==> src/rtl/ex_muldiv.sv <==
// Iterative RV32M/RV64M multiply/divide unit for the EX stage: radix-2 shift-add multiply,
// restoring divide, optional single-cycle multiplier, one-cycle done window.
module ex_muldiv #(
  parameter int XLEN     = 32,
  parameter bit FAST_MUL = 1'b0
) (
  input  logic            clk_i,
  input  logic            rstn_i,
  input  logic            valid_i,
  input  logic [2:0]      op_i,
  input  logic [XLEN-1:0] oper1_i,
  input  logic [XLEN-1:0] oper2_i,
  input  logic            flush_i,
  output logic            stall_o,
  output logic            busy_o,
  output logic            done_o,
  output logic [XLEN-1:0] result_o
);

  localparam int CW = $clog2(XLEN);
  localparam logic [CW-1:0]   CNT_INIT = CW'(XLEN - 1);
  localparam logic [XLEN-1:0] MIN_NEG  = {1'b1, {(XLEN-1){1'b0}}};

  typedef enum logic [1:0] {S_IDLE, S_CALC, S_DONE} state_t;

  function automatic logic [XLEN-1:0] f_cneg(input logic [XLEN-1:0] v, input logic neg);
    return neg ? -v : v;
  endfunction

  function automatic logic [2*XLEN-1:0] f_cneg2(input logic [2*XLEN-1:0] v, input logic neg);
    return neg ? -v : v;
  endfunction

  function automatic logic [XLEN-1:0] f_mul_sel(input logic [2:0] op, input logic [2*XLEN-1:0] p);
    return (op == 3'd0) ? p[XLEN-1:0] : p[2*XLEN-1:XLEN];
  endfunction

  state_t            r_state, w_state_nxt;
  logic [CW-1:0]     r_cnt;
  logic              r_done;
  logic [XLEN-1:0]   r_result;

  logic [2:0]        r_op;
  logic [XLEN-1:0]   r_a, r_hi, r_lo;
  logic              r_neg_q, r_neg_r;

  logic              w_is_div, w_sgn1, w_sgn2, w_s1, w_s2;
  logic [XLEN-1:0]   w_mag1, w_mag2;
  logic              w_div0, w_ovf, w_fast, w_accept, w_short;
  logic [2*XLEN-1:0] w_fast_prod;
  logic [XLEN-1:0]   w_short_res;
  logic [XLEN:0]     w_sum, w_rs, w_diff;
  logic              w_ge;
  logic [XLEN-1:0]   w_hi_nxt, w_lo_nxt, w_calc_res;
  logic              w_last;

  // Accept-side decode: signedness, magnitudes and short-path detection
  assign w_is_div = op_i[2];
  assign w_sgn1   = (op_i == 3'd1) || (op_i == 3'd2) || (op_i == 3'd4) || (op_i == 3'd6);
  assign w_sgn2   = (op_i == 3'd1) || (op_i == 3'd4) || (op_i == 3'd6);
  assign w_s1     = w_sgn1 & oper1_i[XLEN-1];
  assign w_s2     = w_sgn2 & oper2_i[XLEN-1];
  assign w_mag1   = f_cneg(oper1_i, w_s1);
  assign w_mag2   = f_cneg(oper2_i, w_s2);

  assign w_div0   = w_is_div & (oper2_i == '0);
  assign w_ovf    = w_is_div & ~op_i[0] & (oper1_i == MIN_NEG) & (&oper2_i);
  assign w_fast   = FAST_MUL & ~w_is_div;
  assign w_accept = (r_state == S_IDLE) & valid_i & ~flush_i;
  assign w_short  = w_div0 | w_ovf | w_fast;

  generate
    if (FAST_MUL) begin : g_fast_mul
      assign w_fast_prod = {{XLEN{1'b0}}, w_mag1} * {{XLEN{1'b0}}, w_mag2};
    end else begin : g_no_fast_mul
      assign w_fast_prod = '0;
    end
  endgenerate

  always_comb begin
    w_short_res = '0;
    if (w_div0)     w_short_res = op_i[1] ? oper1_i : '1;
    else if (w_ovf) w_short_res = op_i[1] ? '0 : oper1_i;
    else            w_short_res = f_mul_sel(op_i, f_cneg2(w_fast_prod, w_s1 ^ w_s2));
  end

  // Iteration step: multiply adds into the high half and shifts right; divide
  // shifts the remainder left and keeps the trial difference when non-negative.
  assign w_sum  = r_lo[0] ? ({1'b0, r_hi} + {1'b0, r_a}) : {1'b0, r_hi};
  assign w_rs   = {r_hi, r_lo[XLEN-1]};
  assign w_diff = w_rs - {1'b0, r_a};
  assign w_ge   = ~w_diff[XLEN];

  assign w_hi_nxt = r_op[2] ? (w_ge ? w_diff[XLEN-1:0] : w_rs[XLEN-1:0]) : w_sum[XLEN:1];
  assign w_lo_nxt = r_op[2] ? {r_lo[XLEN-2:0], w_ge} : {w_sum[0], r_lo[XLEN-1:1]};

  always_comb begin
    w_calc_res = '0;
    if (r_op[2]) w_calc_res = r_op[1] ? f_cneg(w_hi_nxt, r_neg_r) : f_cneg(w_lo_nxt, r_neg_q);
    else         w_calc_res = f_mul_sel(r_op, f_cneg2({w_hi_nxt, w_lo_nxt}, r_neg_q));
  end

  assign w_last = (r_state == S_CALC) && (r_cnt == '0);

  always_comb begin
    w_state_nxt = r_state;
    case (r_state)
      S_IDLE:  if (w_accept) w_state_nxt = w_short ? S_DONE : S_CALC;
      S_CALC:  if (r_cnt == '0) w_state_nxt = S_DONE;
      S_DONE:  w_state_nxt = S_IDLE;
      default: w_state_nxt = S_IDLE;
    endcase
    if (flush_i) w_state_nxt = S_IDLE;
  end

  always_ff @(posedge clk_i or negedge rstn_i) begin
    if (!rstn_i) begin
      r_state  <= S_IDLE;
      r_cnt    <= '0;
      r_done   <= 1'b0;
      r_result <= '0;
    end else begin
      r_state <= w_state_nxt;
      r_done  <= (w_state_nxt == S_DONE);
      if (w_accept) begin
        r_cnt <= CNT_INIT;
        if (w_short) r_result <= w_short_res;
      end else if (r_state == S_CALC) begin
        r_cnt <= r_cnt - CW'(1);
        if (w_last && !flush_i) r_result <= w_calc_res;
      end
    end
  end

  // Working registers carry only data and need no reset
  always_ff @(posedge clk_i) begin
    if (w_accept) begin
      r_op    <= op_i;
      r_a     <= w_is_div ? w_mag2 : w_mag1;
      r_lo    <= w_is_div ? w_mag1 : w_mag2;
      r_hi    <= '0;
      r_neg_q <= w_s1 ^ w_s2;
      r_neg_r <= w_s1;
    end else if (r_state == S_CALC) begin
      r_hi <= w_hi_nxt;
      r_lo <= w_lo_nxt;
    end
  end

  assign stall_o  = valid_i & ~flush_i & (r_state != S_DONE);
  assign busy_o   = (r_state != S_IDLE);
  assign done_o   = r_done;
  assign result_o = r_result;

endmodule

==> config.mk <==
export PLATFORM = sky130hd
export DESIGN_NAME = ex_muldiv
export DESIGN_NICKNAME = d
export VERILOG_FILES = /design/src/rtl/ex_muldiv.sv
export SDC_FILE = /design/constraint.sdc
export NUM_CORES = 1
export LEC_CHECK = 0
export ABC_AREA = 1
export CORE_MARGIN = 3
export CORE_UTILIZATION = 60
export CTS_BUF_LIST = sky130_fd_sc_hd__clkbuf_8 sky130_fd_sc_hd__clkbuf_16
export DETAILED_ROUTE_END_ITERATION = 7
export GPL_TIMING_DRIVEN = 1
export MAX_ROUTING_LAYER = met4
export PLACE_DENSITY = 0.83
export SYNTH_ARGS = -nofsm -noshare
export SYNTH_HDL_FRONTEND = slang
export SYNTH_SLANG_ARGS = --single-unit
==> constraint.sdc <==
create_clock -name clk_i -period 4.6 [get_ports clk_i]
set_input_delay 0.46 -clock clk_i [delete_from_list [all_inputs] [get_ports clk_i]]
set_output_delay 0.46 -clock clk_i [all_outputs]
set_load 0.03 [all_outputs]
==> summary.txt <==
Drt
  • Post-route DRC: 3
  • Final wirelength: just under 80000 um
  • Drt pass-1 iters: 8
  • DRT iter0 DRCs: approximately 3600
  • WL/cell: 22.1 um
  • Vias: between 20000 and 25000
  • Detail Route Antenna Nets: 0
  • Via density: approximately 6.2

Floorplanning
  • IO Pins: 106
  • Height of the chip: 179 um
  • Initial core utilization: 0.616
  • Die width: 179 um
  • DIE AREA: ~0.032 mm2
  • Core footprint: slightly below 0.03 mm2
  • Row Count: between 60 and 70

STA
  • Peak Freq: around 220 MHz
  • Fin. max-slew vios: 2
  • Crit share post-route: 0.973
  • Setup violations, final: 0
  • Post-Route Setup TNS: 0 ns
  • Tmin final: between 4 and 5 ns
  • Final Hold Viols: 0
  • Worst slew pin tran: 1.52 ns
  • Setup WS post-layout: ~0.12 ns
  • Slew margin rel.: -0.0208
  • Final Skew: between 0.015 and 0.02 ns

Placed design
  • GPL Wtd Cong: roughly 1.2
  • Post-detail-place hpwl: between 60000 and 70000 um
  • Port Buffers: between 100 and 150
  • Dpl ws: 0.191 ns
  • DP Area: ~0.019 mm2

Critical path
  • FF-to-FF path depth: 21
  • Buf/Inv on CP: 2
  • Worst Setup Start Kind: register
  • Worst path top cell family by delay: simple AND/OR/NAND/NOR gates
  • Crit. End Element: register
  • CP arrival: approximately 4.9 ns
  • Most frequent CP cell: nand3_1
  • Max incr delay on CP: roughly 0.53 ns
  • Kind of critical path: register to register
  • Crit path depth: 21
  • Worst-path maximum fanout: 5
  • Slowest CP cell: o21ai_0
  • Crit path required time: 4.98 ns
  • Critical-path cell list: buf_4, ha_1, fa_2, nand3_1, nand3_1, nand3_1, nand3b_1, xor2_1, o21ai_0, nand2_2, nor2_2, nand2_1, clkinv_1, nand2_2, o21ai_2, nand2_1, nand2_1, nand3_1, nand2_1, nand3_1, a21oi_1

CTS
  • Clock Pin Slew Worst Setup and Hold Paths: ~0.07 ns
  • Clk sinks: ~140
  • Longest Clk Path Bufs: 2
  • CTS Buf Count: 17
  • Cts hold-fix bufs: 0
  • Worst-skew pair later-pin latency: between 0.4 and 0.5 ns
  • H-tree level count: 4
  • Clock Tree Root: clkbuf_16
  • CTS tree: built

GRT
  • Number of global-route vias before repair: 20400
  • Overflow after GRT: 0
  • Initial antenna violation count: 10
  • Largest net degree at the start of global routing: between 60 and 70
  • First-pass GRT wire length: approximately 120000 um
  • All-Layer GR Usage: 0.499

Synth
  • Yosys top cell area share: 0.193
  • Mapped Cells: 3039
  • Post-synth EDFFs: 69
  • Synth cell types: 59
  • Yosys warns: 0
  • Post-synth design cell area: approximately 0.018 mm2
  • Sequential cell area fraction in the yosys report: 0.208
  • Synth Flop Type: edfxtp_1
  • Synth area leaders: nand2_1 19%, edfxtp_1 12%, inv_1 8.9%
  • Area leader, netlist: nand2_1
  • Post-Syn Area per Cell: about 5.9 um2
  • Async set-reset flop share out of synthesis: 0.284
  • Post-Syn Nets: approximately 3200
  • Flops & latches, synth: 141

Pwr
  • Int Pwr: ~4.2 mW
  • Seq pwr share: 0.197
  • PwrDens: approximately 460 mW/mm2
  • Max IR drop VDD: 0.335 mV
  • Switching share of power: 0.553
  • P_leak: between 10 and 15 nW
  • Combinational share of power: 0.646
  • Clock power share: 0.157
  • Psw: 5.13 mW

Finish
  • Final #Nets: 3272
  • Commonest non-fill, non-tap cell in the layout: nand2_1
  • Area delta synth->final: 13.0%
  • Most frequent cells in the layout: 916 x nand2_1, 420 x inv_1, 290 x nor2_1, 203 x nand3_1, 175 x o21ai_0
  • Fin area: 0.0202 mm2
  • Layout cells sized above 1: 0.0958

Min path
  • Hold Crit Class: primary input to async pin

Run
  • Max-Cap Viols: 1

Status
  • Status: finished with violations
  • Failing checks: design-rule violations, max-capacitance violations, max-slew violations
[metrics by stage]
step	hold slack, ns	instances	utilization	power, mW
finish	0.133	3531	0.697	9.28
floorplan	0.164	3039	-	5.50
global route	0.198	3531	0.697	9.68
CTS	0.159	3512	0.688	8.82
detailed placement	0.500	3480	0.668	7.37
global placement	0.491	3480	0.668	7.28
[state kept, by name (all words and copies together), names as in the netlist]
register  flops
done_o        1
r_a          32
r_cnt         5
r_hi         32
r_lo         32
r_neg_q       1
r_neg_r       1
r_op          3
r_state       2
result_o     32
[worst reg2reg max path, delay by kind of cell (launching register included)]
family	cells	cell delay, ns
flip-flops	1	0.46
AND/OR/NAND/NOR	13	1.85
adder cells (fa/ha/maj)	2	0.66
XOR/XNOR	1	0.22
buffers and inverters	2	0.26
AO/OA/AOI/OAI	3	0.95
[cells in the mapped netlist (20+ instances only)]
library cell / count
dfxtp_1: 32
inv_1: 422
clkbuf_1: 67
ha_1: 70
nand2_2: 52
nor3_1: 40
nand3_1: 207
nor2_1: 295
o21ai_0: 177
o22ai_1: 45
nand2_1: 921
buf_2: 20
o211ai_1: 32
edfxtp_1: 69
a21oi_1: 173
nand4_1: 31
dfrtp_1: 40
xor2_1: 98
[power by group through the flow]
stage	Clock (mW)	Combinational, mW	Sequential [mW]
floorplan	0	3.56	1.94
global placement	0	5.46	1.82
detailed placement	0	5.54	1.83
CTS	1.43	5.57	1.81
global route	1.49	6.36	1.84
finish	1.46	5.99	1.83
[worst paths after layout]
check | slack (ns) | start | end
max | 0.12 | r_a[0] | result_o[19]
min | 0.13 | rstn_i | r_cnt[0]
max reg2reg | 0.12 | r_a[0] | result_o[19]
min reg2reg | 0.51 | r_cnt[4] | r_cnt[4]
max in group asynchronous | 3.88 | rstn_i | result_o[7]
min in group clk_i | 0.51 | r_cnt[4] | r_cnt[4]
[kinds of logic after synthesis]
logic type,Yosys count,synth area share
xor gates and xnor gates,116,0.0568
adders and majority gates,72,0.0512
and+or+nand+nor,1656,0.405
muxes,1,0.000560
AOI/OAI and AO/OA,503,0.159
buffers and inverters,550,0.120
DFF,141,0.208
[per-layer routing]
layer  global-route usage  vias to the layer above  routed length, um
met3                0.149                      521              10700
met1                0.565                     9774              26500
li1                     -                     9955                  -
met4                0.448                        0               9270
met5                    -                        -                  0
met2                0.706                     1817              31500
[area by class of cell]
class | count | area (um2)
Fill cell | 2607 | 8800
Tap cell | 384 | 480
Clock buffer | 18 | 450
Sequential cell | 141 | 3710
Clock inverter | 14 | 138
Antenna cell | 5 | 12.5
Timing Repair Buffer | 172 | 1580
Multi-Input combinational cell | 2348 | 12100
Inverter | 449 | 1690
[repair_timing]
action	in CTS	in global routing
setup buffers	0	14
setup endpoints to repair	0	22
resized for setup	0	32
(Power assumes the default switching activity.)
